## src/rtl/task_ops_pkg.sv

```systemverilog
// Shared task-control op bus definitions: opcodes, status codes, op-word layout, FSM states.
// Imported by the issuer and by the per-node task-control blocks.
package task_ops_pkg;

   localparam logic [3:0] OPC_NOP      = 4'h0;
   localparam logic [3:0] OPC_RDY      = 4'h1;
   localparam logic [3:0] OPC_SUSP     = 4'h2;
   localparam logic [3:0] OPC_WAIT     = 4'h3;
   localparam logic [3:0] OPC_KILL     = 4'h4;
   localparam logic [3:0] OPC_PRIO     = 4'h5;
   localparam logic [3:0] OPC_EXEHIT   = 4'h6;
   localparam logic [3:0] OPC_EXEC     = 4'h7;
   localparam logic [3:0] OPC_KILL_ALL = 4'hC;
   localparam logic [3:0] OPC_CONFIRM  = 4'hF;

   localparam logic [1:0] STAT_OK       = 2'b00;
   localparam logic [1:0] STAT_TIMEOUT  = 2'b01;
   localparam logic [1:0] STAT_REJECTED = 2'b10;

   localparam int OP_WIDTH    = 16;
   localparam int OP_ARG_LSB  = 0;
   localparam int OP_OPC_LSB  = 4;
   localparam int OP_TASK_LSB = 8;
   localparam int CMD_WIDTH   = 13;

   typedef enum logic [2:0] {
      STATE_IDLE,
      STATE_DRIVE,
      STATE_GAP,
      STATE_CHECK,
      STATE_RESP,
      STATE_REJECT
   } state_e;

   typedef struct packed {
      logic       node;
      logic [3:0] task_id;
      logic [3:0] opcode;
      logic [3:0] arg;
   } cmd_t;

   function automatic logic opcode_legal(input logic [3:0] opc);
      case (opc)
         OPC_RDY, OPC_SUSP, OPC_WAIT, OPC_KILL, OPC_PRIO,
         OPC_EXEHIT, OPC_EXEC, OPC_KILL_ALL, OPC_CONFIRM: return 1'b1;
         default:                                         return 1'b0;
      endcase
   endfunction

   // State-changing opcodes are confirmed through the sorter readback.
   function automatic logic needs_check(input logic [3:0] opc);
      case (opc)
         OPC_RDY, OPC_SUSP, OPC_WAIT, OPC_KILL, OPC_EXEC, OPC_KILL_ALL: return 1'b1;
         default:                                                       return 1'b0;
      endcase
   endfunction

   function automatic logic expects_ready(input logic [3:0] opc);
      return (opc == OPC_RDY) || (opc == OPC_EXEC);
   endfunction

   function automatic logic [OP_WIDTH-1:0] make_op_word(input cmd_t c);
      return (OP_WIDTH'(c.task_id) << OP_TASK_LSB) |
             (OP_WIDTH'(c.opcode)  << OP_OPC_LSB)  |
             (OP_WIDTH'(c.arg)     << OP_ARG_LSB);
   endfunction

endpackage

```

## src/rtl/op_cmd_fifo.sv

```systemverilog
// Command queue between scheduler and issuer FSM: {node,task,opcode,arg} entries.
// Push is refused when full, even if a pop happens in the same cycle.
module op_cmd_fifo
   import task_ops_pkg::*;
#(
   parameter int DEPTH = 4,
   parameter int WIDTH = CMD_WIDTH
) (
   input  logic             CLK,
   input  logic             RST_N,
   input  logic             push,
   input  logic [WIDTH-1:0] push_data,
   input  logic             pop,
   output logic [WIDTH-1:0] pop_data,
   output logic             full,
   output logic             empty
);

   localparam int AW = $clog2(DEPTH);

   logic [WIDTH-1:0] mem [DEPTH];
   logic [AW:0]      wr_ptr;
   logic [AW:0]      rd_ptr;

   assign empty    = (wr_ptr == rd_ptr);
   assign full     = (wr_ptr[AW] != rd_ptr[AW]) && (wr_ptr[AW-1:0] == rd_ptr[AW-1:0]);
   assign pop_data = mem[rd_ptr[AW-1:0]];

   // NOTE: state registers use non-blocking (<=) so every flop samples pre-edge values.
   always_ff @(posedge CLK) begin
      if (!RST_N) begin
         wr_ptr <= '0;
         rd_ptr <= '0;
      end else begin
         if (push && !full) wr_ptr <= wr_ptr + 1'b1;
         if (pop && !empty) rd_ptr <= rd_ptr + 1'b1;
      end
   end

   // NOTE: storage is not reset; the pointers alone define which entries are valid.
   always_ff @(posedge CLK) begin
      if (push && !full) mem[wr_ptr[AW-1:0]] <= push_data;
   end

endmodule

```

## src/rtl/task_op_issuer.sv

```systemverilog
// Initiator of the task-control op bus: pops queued commands, drives op words to node0/1,
// confirms state changes via the sorter readback and reports OK/TIMEOUT/REJECTED.
module task_op_issuer
   import task_ops_pkg::*;
#(
   parameter int FIFO_DEPTH  = 4,
   parameter int HOLD_CYCLES = 2,
   parameter int ACK_TIMEOUT = 16
) (
   input  logic        CLK,
   input  logic        RST_N,
   input  logic        cmd_valid,
   output logic        cmd_ready,
   input  logic        cmd_node,
   input  logic [3:0]  cmd_task_id,
   input  logic [3:0]  cmd_opcode,
   input  logic [3:0]  cmd_arg,
   output logic [15:0] out_op_node0,
   output logic [15:0] out_op_node1,
   input  logic [7:0]  in_sorter_node0,
   input  logic [7:0]  in_sorter_node1,
   output logic        rsp_valid,
   output logic        rsp_node,
   output logic [1:0]  rsp_status,
   output logic        busy
);

   localparam int HW = $clog2(HOLD_CYCLES + 1);
   localparam int TW = $clog2(ACK_TIMEOUT + 1);

   state_e           state, state_next;
   logic [HW-1:0]    hold_cnt;
   logic [TW-1:0]    to_cnt;
   logic             cur_node;
   logic [3:0]       cur_opcode;
   logic [1:0]       killed;
   logic             fifo_full, fifo_empty, pop;
   logic [CMD_WIDTH-1:0] fifo_q;
   cmd_t             head, cmd_in;
   logic [15:0]      head_word;
   logic             head_killed, sorter_match;
   logic [7:0]       sorter_sel;
   logic [1:0]       status_next;

   assign cmd_in    = '{node: cmd_node, task_id: cmd_task_id, opcode: cmd_opcode, arg: cmd_arg};
   assign cmd_ready = !fifo_full;
   assign head      = cmd_t'(fifo_q);
   assign head_word = make_op_word(head);
   assign busy      = (state != STATE_IDLE) || !fifo_empty;

   op_cmd_fifo #(.DEPTH(FIFO_DEPTH), .WIDTH(CMD_WIDTH)) u_fifo (
      .CLK       (CLK),
      .RST_N     (RST_N),
      .push      (cmd_valid),
      .push_data (cmd_in),
      .pop       (pop),
      .pop_data  (fifo_q),
      .full      (fifo_full),
      .empty     (fifo_empty)
   );

   assign head_killed = (head.opcode == OPC_KILL_ALL) ? |killed : killed[head.node];
   assign sorter_sel  = cur_node ? in_sorter_node1 : in_sorter_node0;

   always_comb begin
      sorter_match = 1'b0;
      if (cur_opcode == OPC_KILL_ALL)
         sorter_match = (in_sorter_node0 == 8'h00) && (in_sorter_node1 == 8'h00);
      else if (expects_ready(cur_opcode))
         sorter_match = (sorter_sel != 8'h00);
      else
         sorter_match = (sorter_sel == 8'h00);
   end

   // NOTE: every always_comb output gets a default first so no path can infer a latch.
   always_comb begin
      state_next  = state;
      pop         = 1'b0;
      status_next = STAT_OK;
      case (state)
         STATE_IDLE: begin
            if (!fifo_empty) begin
               pop = 1'b1;
               if (!opcode_legal(head.opcode) || head_killed) begin
                  state_next  = STATE_REJECT;
                  status_next = STAT_REJECTED;
               end else begin
                  state_next = STATE_DRIVE;
               end
            end
         end
         STATE_DRIVE:  if (hold_cnt == HW'(HOLD_CYCLES)) state_next = STATE_GAP;
         STATE_GAP:    state_next = needs_check(cur_opcode) ? STATE_CHECK : STATE_RESP;
         STATE_CHECK: begin
            if (sorter_match) begin
               state_next = STATE_RESP;
            end else if (to_cnt == TW'(ACK_TIMEOUT - 1)) begin
               state_next  = STATE_RESP;
               status_next = STAT_TIMEOUT;
            end
         end
         STATE_RESP, STATE_REJECT: state_next = STATE_IDLE;
         default:                  state_next = STATE_IDLE;
      endcase
   end

   always_ff @(posedge CLK) begin
      if (!RST_N) begin
         state        <= STATE_IDLE;
         hold_cnt     <= '0;
         to_cnt       <= '0;
         cur_node     <= 1'b0;
         cur_opcode   <= OPC_NOP;
         killed       <= 2'b00;
         out_op_node0 <= '0;
         out_op_node1 <= '0;
         rsp_valid    <= 1'b0;
         rsp_node     <= 1'b0;
         rsp_status   <= STAT_OK;
      end else begin
         state <= state_next;

         if (pop) begin
            cur_node   <= head.node;
            cur_opcode <= head.opcode;
         end

         if (state == STATE_IDLE && state_next == STATE_DRIVE) begin
            hold_cnt     <= HW'(1);
            out_op_node0 <= (head.opcode == OPC_KILL_ALL || !head.node) ? head_word : '0;
            out_op_node1 <= (head.opcode == OPC_KILL_ALL ||  head.node) ? head_word : '0;
         end else if (state_next != STATE_DRIVE) begin
            out_op_node0 <= '0;
            out_op_node1 <= '0;
         end else begin
            hold_cnt <= hold_cnt + 1'b1;
         end

         to_cnt <= (state == STATE_CHECK) ? to_cnt + 1'b1 : '0;

         rsp_valid <= (state_next == STATE_RESP) || (state_next == STATE_REJECT);
         if (state_next == STATE_RESP || state_next == STATE_REJECT) begin
            rsp_status <= status_next;
            rsp_node   <= (state == STATE_IDLE) ? head.node : cur_node;
         end

         // A confirmed kill blocks further commands to that node until reset.
         if (state == STATE_RESP && rsp_status == STAT_OK) begin
            if (cur_opcode == OPC_KILL)     killed[cur_node] <= 1'b1;
            if (cur_opcode == OPC_KILL_ALL) killed           <= 2'b11;
         end
      end
   end

endmodule
```

## config.mk

```make
export PLATFORM = sky130hd
export DESIGN_NAME = task_op_issuer
export DESIGN_NICKNAME = d
export VERILOG_FILES = /design/src/rtl/task_ops_pkg.sv /design/src/rtl/op_cmd_fifo.sv /design/src/rtl/task_op_issuer.sv
export SDC_FILE = /design/constraint.sdc
export NUM_CORES = 1
export LEC_CHECK = 0
export ABC_AREA = 1
export CORE_MARGIN = 8
export CORE_UTILIZATION = 30
export CTS_CLUSTER_SIZE = 10
export DETAILED_ROUTE_END_ITERATION = 10
export MAX_ROUTING_LAYER = met4
export SYNTH_ARGS = -nofsm -noshare
export SYNTH_HDL_FRONTEND = slang
export SYNTH_SLANG_ARGS = --single-unit
```

## constraint.sdc

```tcl
create_clock -name CLK -period 6.2 [get_ports CLK]
set_input_delay 1.24 -clock CLK [delete_from_list [all_inputs] [get_ports CLK]]
set_output_delay 1.24 -clock CLK [all_outputs]
set_load 0.01 [all_outputs]
```

==> results.cfg, run 1 <==
[timing]
worst_slack_ps = 2790
fmax_mhz = 293
setup_viol = 0
hold_viol = 0
fin_hold_ws_ps = 456
period_needed_ps = 3410
rsz0062_at_grt = no
period_share_pct = 55.0
worstMarginPinSlew_ps = 1040
maxSlewHeadroom_pct = 30.4
tns_ps = 0
slew_viol_final = 0
skew_ps = 12.9

[grt]
grt_antenna_before_repair = 1
gr-total-overflow = 0
grt_pass1_wl_mm = 16.2
grt_max_degree = 30
grt_pass1_vias = 3239
grt.total_usage_pct = 10.7

[power_and_ir_drop]
p_per_area_nw_per_um2 = 433
power_frac_clock_pct = 21.8
intPower_w = 0.00153
p_seq_share_pct = 37.2
p_leak_nw = 2.07
p_sw_share_pct = 38.9
comb_power_share_pct = 41.0
net-switching-power_w = 0.000972
ir_worst_vdd_mv = 0.220

[detailed_routing]
drt-vias-per-instance = 4.52
wirelength_mm = 10.6
wl_per_cell_um = 13.9
vias = 3425
dr.pass1.iters = 4
antenna_left = 0
drcViolationCount = 0
first_iter_violations = 193

[finish]
fin_util_pct = 36.9
multi_input_area_um2 = 1800
fin_area_um2 = 5780
final-seq-area_um2 = 2620
flow.area_growth_from_synthesis_pct = 22.4
drive_gt1_share_pct = 15.5
layout.nets = 577
mostFrequentLayoutCells = nand2_1, clkdlybuf4s50_1, nor2_1
fillers = 1548
mostFrequentLayoutCell = nand2_1

[worst_setup_path]
worst_path_largest_cell_delay_ps = 1000
worst-path-max-fanout = 28
cp.required_ps = 6470
arrival_ps = 3680
worstReg2RegEnd = out_op_node1[0]$_SDFFE_PN0P_
cp_cell_sequence = inv_6, nand2_1, a32o_1, ha_1, inv_1, nor2_2, nand2_2, nand2_1, nand3_2, nand2_2, nand3_4, nor2_8, nand3_1, a21oi_1
r2r_slack_ps = 2790
cp-start-kind = register
reg2reg_depth = 14
end_kind = register
cp_slowest_cell = dfxtp_1
crit_buf_inv = 2
critPathKind = reg -> reg
critical_path.top_delay_family = simple AND/OR/NAND/NOR gates

[placement]
gp_congestion = 0.849
dpl.hpwl_mm = 7.47
pre_cts_ws_ps = 2690
io_buffer_count = 61
dpl_cell_area_um2 = 5490

[logic_synthesis]
ys_warn_count = 0
synth_edf_count = 52
synth_seq_cells = 105
yosysSeqAreaShare_pct = 55.6
synthArstFlopShare_pct = 0
synthMuxAreaShare_pct = 0
synth_cells = 480
synthSimpleGateAreaFrac_pct = 22.5
netlist_area_um2 = 4720
synth_ff_type = dfxtp_1
synth_top_family_by_area = simple AND/OR/NAND/NOR gates
synth.distinct_cells = 39
synth_fa_ha_area_share_pct = 2.39
synth_compound_area_share_pct = 11.9
synth_area_per_cell_um2 = 9.83
synthXorXnorAreaFrac_pct = 0.557

[die]
ios = 70
start_util_pct = 30.1
die_w_um = 141
coreArea_um2 = 15700
die_h_um = 141
num_rows = 46
dieArea_um2 = 20000

[cts]
hold_buffers = 0
cts_tree = built
cts-root-buf = clkbuf_16
cts.repair.resized = 0
clkTransAtPathRegs_ps = 60
htree_levels = 3
cts.sinks = 105
post_cts_buffers = 0
numCtsBuffers = 9
clk_latency_ps = 350
clock_path_buffers = 2

[status]
status = finished, final reports clean

[hold_path]
hp-start = to_cnt[0]$_SDFF_PN0_
hold_depth = 1
worstHoldEndpoint = to_cnt[0]$_SDFF_PN0_
worstHoldPathType = reg -> reg

[run]
max_cap_viol_count = 0
==> per-layer routing <==
metal  vias up  GRT usage (%)  part of all wire, %
met5         -              -                    0
met4         0           5.54                  1.8
met3        12           2.05                  4.7
met2        65           18.1                   50
met1      1618           12.0                   43
li1       1730              -                    -
==> kinds of logic (layout without fill, tap and decap cells) <==
family,Yosys count,count (layout)
buf+inv,65,119
xor+xnor,3,3
other cells,1,9
flops,105,105
fa+ha+maj,9,9
simple gates,213,213
compound gates,84,84
==> registers in the layout, indices dropped and copies added, names as in the netlist, named ones only <==
name,cells
cur_node,1
hold_cnt,2
to_cnt,5
u_fifo.rd_ptr,3
rsp_node,1
u_fifo.wr_ptr,3
out_op_node1,12
rsp_status,2
killed,2
out_op_node0,12
rsp_valid,1
state,3
u_fifo.mem,52
cur_opcode,4
==> final cells by class <==
cell class,instances,area share [%]
antenna,1,0.0433
clock buffer,12,4.09
clock inverter,4,0.780
inverter,35,2.36
multi-input combinational,317,31.2
sequential,105,45.4
tap,216,4.68
timing repair buffer,68,11.5
==> through the flow <==
stage                     cells  power (W)
after detailed placement    741    0.00198
after floorplan             487    0.00172
after global routing        758    0.00265
final                       758    0.00250
after global placement      741    0.00195
after CTS                   757    0.00253
==> worst max-delay path by stage <==
stage	slack, ps	cells after the start	startpoint	endpoint
floorplan	3630	14	in_sorter_node1[7]	out_op_node0[0]$_SDFFE_PN0P_
global placement	2800	14	in_sorter_node1[7]	out_op_node1[0]$_SDFFE_PN0P_
detailed placement	2690	13	register	out_op_node1[0]$_SDFFE_PN0P_
CTS	2680	13	register	out_op_node1[0]$_SDFFE_PN0P_
global route	2460	14	register	out_op_node1[0]$_SDFFE_PN0P_
finish	2790	14	register	out_op_node1[0]$_SDFFE_PN0P_
==> Yosys cell counts (2+ instances only) <==
cell	n	area, µm²
a21oi_1	29	145
a21oi_2	20	175
a31oi_1	2	12.5
a32o_1	10	100
buf_1	2	7.51
buf_12	2	40.0
buf_4	10	75.1
clkbuf_1	14	52.6
dfxtp_1	53	1060
edfxtp_1	52	1560
ha_1	9	113
inv_1	29	109
inv_2	5	18.8
nand2_1	97	364
nand2_2	7	43.8
nand3_1	15	75.1
nand3_2	24	240
nand4_1	3	18.8
nor2_1	54	203
nor3_1	4	20.0
o211ai_1	2	15.0
o21ai_0	19	95.1
xnor2_1	2	17.5
==> power groups by stage <==
| stage | clock network (W) | logic, W | registers (W) |
|---|---|---|---|
| finish | 0.000546 | 0.00102 | 0.000929 |
| global route | 0.000582 | 0.00113 | 0.000945 |
| CTS | 0.000558 | 0.00104 | 0.000931 |
| detailed placement | 0 | 0.00103 | 0.000945 |
| global placement | 0 | 0.00101 | 0.000942 |
| floorplan | 0 | 0.000789 | 0.000933 |
(Power assumes the default switching activity.)
==> run 2, diff against run 1 <==
==> constraint.sdc (replaced) <==
create_clock -name CLK -period 2.9 [get_ports CLK]
set_input_delay 0.58 -clock CLK [delete_from_list [all_inputs] [get_ports CLK]]
set_output_delay 0.58 -clock CLK [all_outputs]
set_load 0.01 [all_outputs]
==> run 2 against run 1 <==
Sequential power up 110%. Design area increased by 1.2%. Maximum frequency rose by 36%. Flip-flop and latch count did not move. Register-to-register slack worse by 2400 ps. Die area unchanged. Routed wire length down 0.12%. Combinational power grew 130%. First-iteration DRC count increased by 12%. Sequential share of layout area is 0.53 points lower. Critical endpoint is now out_op_node1[11]$_SDFFE_PN0P_.
==> results.cfg, run 2 (synthesis gave the netlist of run 1 again) <==
[placement]
gp_congestion = 0.793
placedCellCount = 748
io_buffer_count = 61
dpl.hpwl_mm = 7.54

[hold_path]
worstHoldPathType = reg -> reg
hold_depth = 1
worstHoldEndpoint = to_cnt[0]$_SDFF_PN0_
hp-start = to_cnt[0]$_SDFF_PN0_

[detailed_routing]
first_iter_violations = 216
drt-vias-per-instance = 4.55
vias = 3477
dr.pass1.iters = 4
wirelength_mm = 10.5
antenna_left = 0
wl_per_cell_um = 13.8
drcViolationCount = 0

[grt]
grt.total_usage_pct = 11.1
grt_antenna_before_repair = 0
grt_use_met1_pct = 12.1
grt_max_degree = 30
gr-total-overflow = 0
globalRouteMet3Util_pct = 2.52
grt_pass1_vias = 3478
grt_use_met2_pct = 19.3
grt_pass1_wl_mm = 17.0
grt.busiest_layer = met2

[cts]
hold_buffers = 0
cts-root-buf = clkbuf_16
clk_latency_ps = 350
clock_path_buffers = 2
post_cts_buffers = 0
cts.sinks = 105
cts.repair.resized = 0
cts_tree = built
numCtsBuffers = 9
htree_levels = 3
clkTransAtPathRegs_ps = 70

[run]
max_cap_viol_count = 0

[finish]
layout.nets = 584
mostFrequentLayoutCell = nand2_1
mostFrequentLayoutCells = nand2_1, clkdlybuf4s50_1, nor2_1
final_cells = 764
largest_reg_flops = 52
n_antenna_cell = 0
flow.area_growth_from_synthesis_pct = 23.9
drive_gt1_share_pct = 17.5

[timing]
worstMarginPinSlew_ps = 688
fmax_mhz = 399
fin_hold_ws_ps = 454
setup_viol = 0
slew_viol_final = 0
tns_ps = 0
period_share_pct = 86.4
period_needed_ps = 2500
hold_viol = 0
maxSlewHeadroom_pct = 53.8
skew_ps = 8.32
rsz0062_at_grt = no

[worst_setup_path]
cp-start-kind = register
cp.required_ps = 3180
reg2reg_depth = 15
arrival_ps = 2780
r2r_slack_ps = 400
worstReg2RegEnd = out_op_node1[11]$_SDFFE_PN0P_
end_kind = register
worst-path-max-fanout = 28
critPathKind = reg -> reg

[status]
status = finished, final reports clean

[power_and_ir_drop]
finalPower_w = 0.00546
p_leak_nw = 2.11
p_per_area_nw_per_um2 = 934
ir_worst_vdd_mv = 0.440

[die]
die_w_um = 141
coreArea_um2 = 15700
num_rows = 46
start_util_pct = 30.1
ios = 70
dieArea_um2 = 20000
die_h_um = 141
-- run 2: layout make-up --
class | instances | area [µm²]
Timing Repair Buffer | 75 | 728
Multi-Input combinational cell | 317 | 1800
Sequential cell | 105 | 2620
Clock buffer | 9 | 225
Fill cell | 1590 | 9810
Inverter | 35 | 136
Tap cell | 216 | 270
Clock inverter | 7 | 62.6
-- run 2: worst max path at each step --
stage                     cells past startpoint  slack (ps)                            end               start
final                                        15         400  out_op_node1[11]$_SDFFE_PN0P_            register
after global routing                         15         160   out_op_node1[2]$_SDFFE_PN0P_            register
after CTS                                    15         350  out_op_node1[11]$_SDFFE_PN0P_            register
after detailed placement                     15         370  out_op_node1[11]$_SDFFE_PN0P_  in_sorter_node1[7]
after global placement                       15         420  out_op_node1[11]$_SDFFE_PN0P_  in_sorter_node1[7]
after floorplan                              16         540   out_op_node0[0]$_SDFFE_PN0P_            register
-- run 2: worst max-delay path, stage by stage (launching register included) --
cell and delay [ps]:
dfxtp_1 590, inv_6 110, nand2_1 80, a32o_1 300
ha_1 200, inv_1 60, nor2_2 110, nand2_2 60
nand2_1 80, nand3_2 70, nand2_2 80, nand3_4 130
nor2_8 120, buf_12 200, nand3_1 100, a21oi_1 140
-- run 2: metrics by stage --
step / utilization [%] / cell area [µm²] / setup WS [ps]
CTS: 37.3 / 5840 / 355
detailed placement: 35.5 / 5560 / 371
global placement: 35.5 / 5560 / 418
finish: 37.3 / 5840 / 396
floorplan: - / 4740 / 544
global route: 37.3 / 5840 / 156
-- run 2: power by group --
group | total (W) | internal [W] | switching, W
logic | 0.00233 | 0.000904 | 0.00143
registers | 0.00196 | 0.00180 | 0.000161
clock network | 0.00117 | 0.000601 | 0.000568
total | 0.00546 | 0.00330 | 0.00216
-- run 2: per-layer routing --
layer	routed length [µm]	share of wire [%]
met5	0	0
met4	155	1.5
met3	531	5.0
met2	5450	52
met1	4400	42
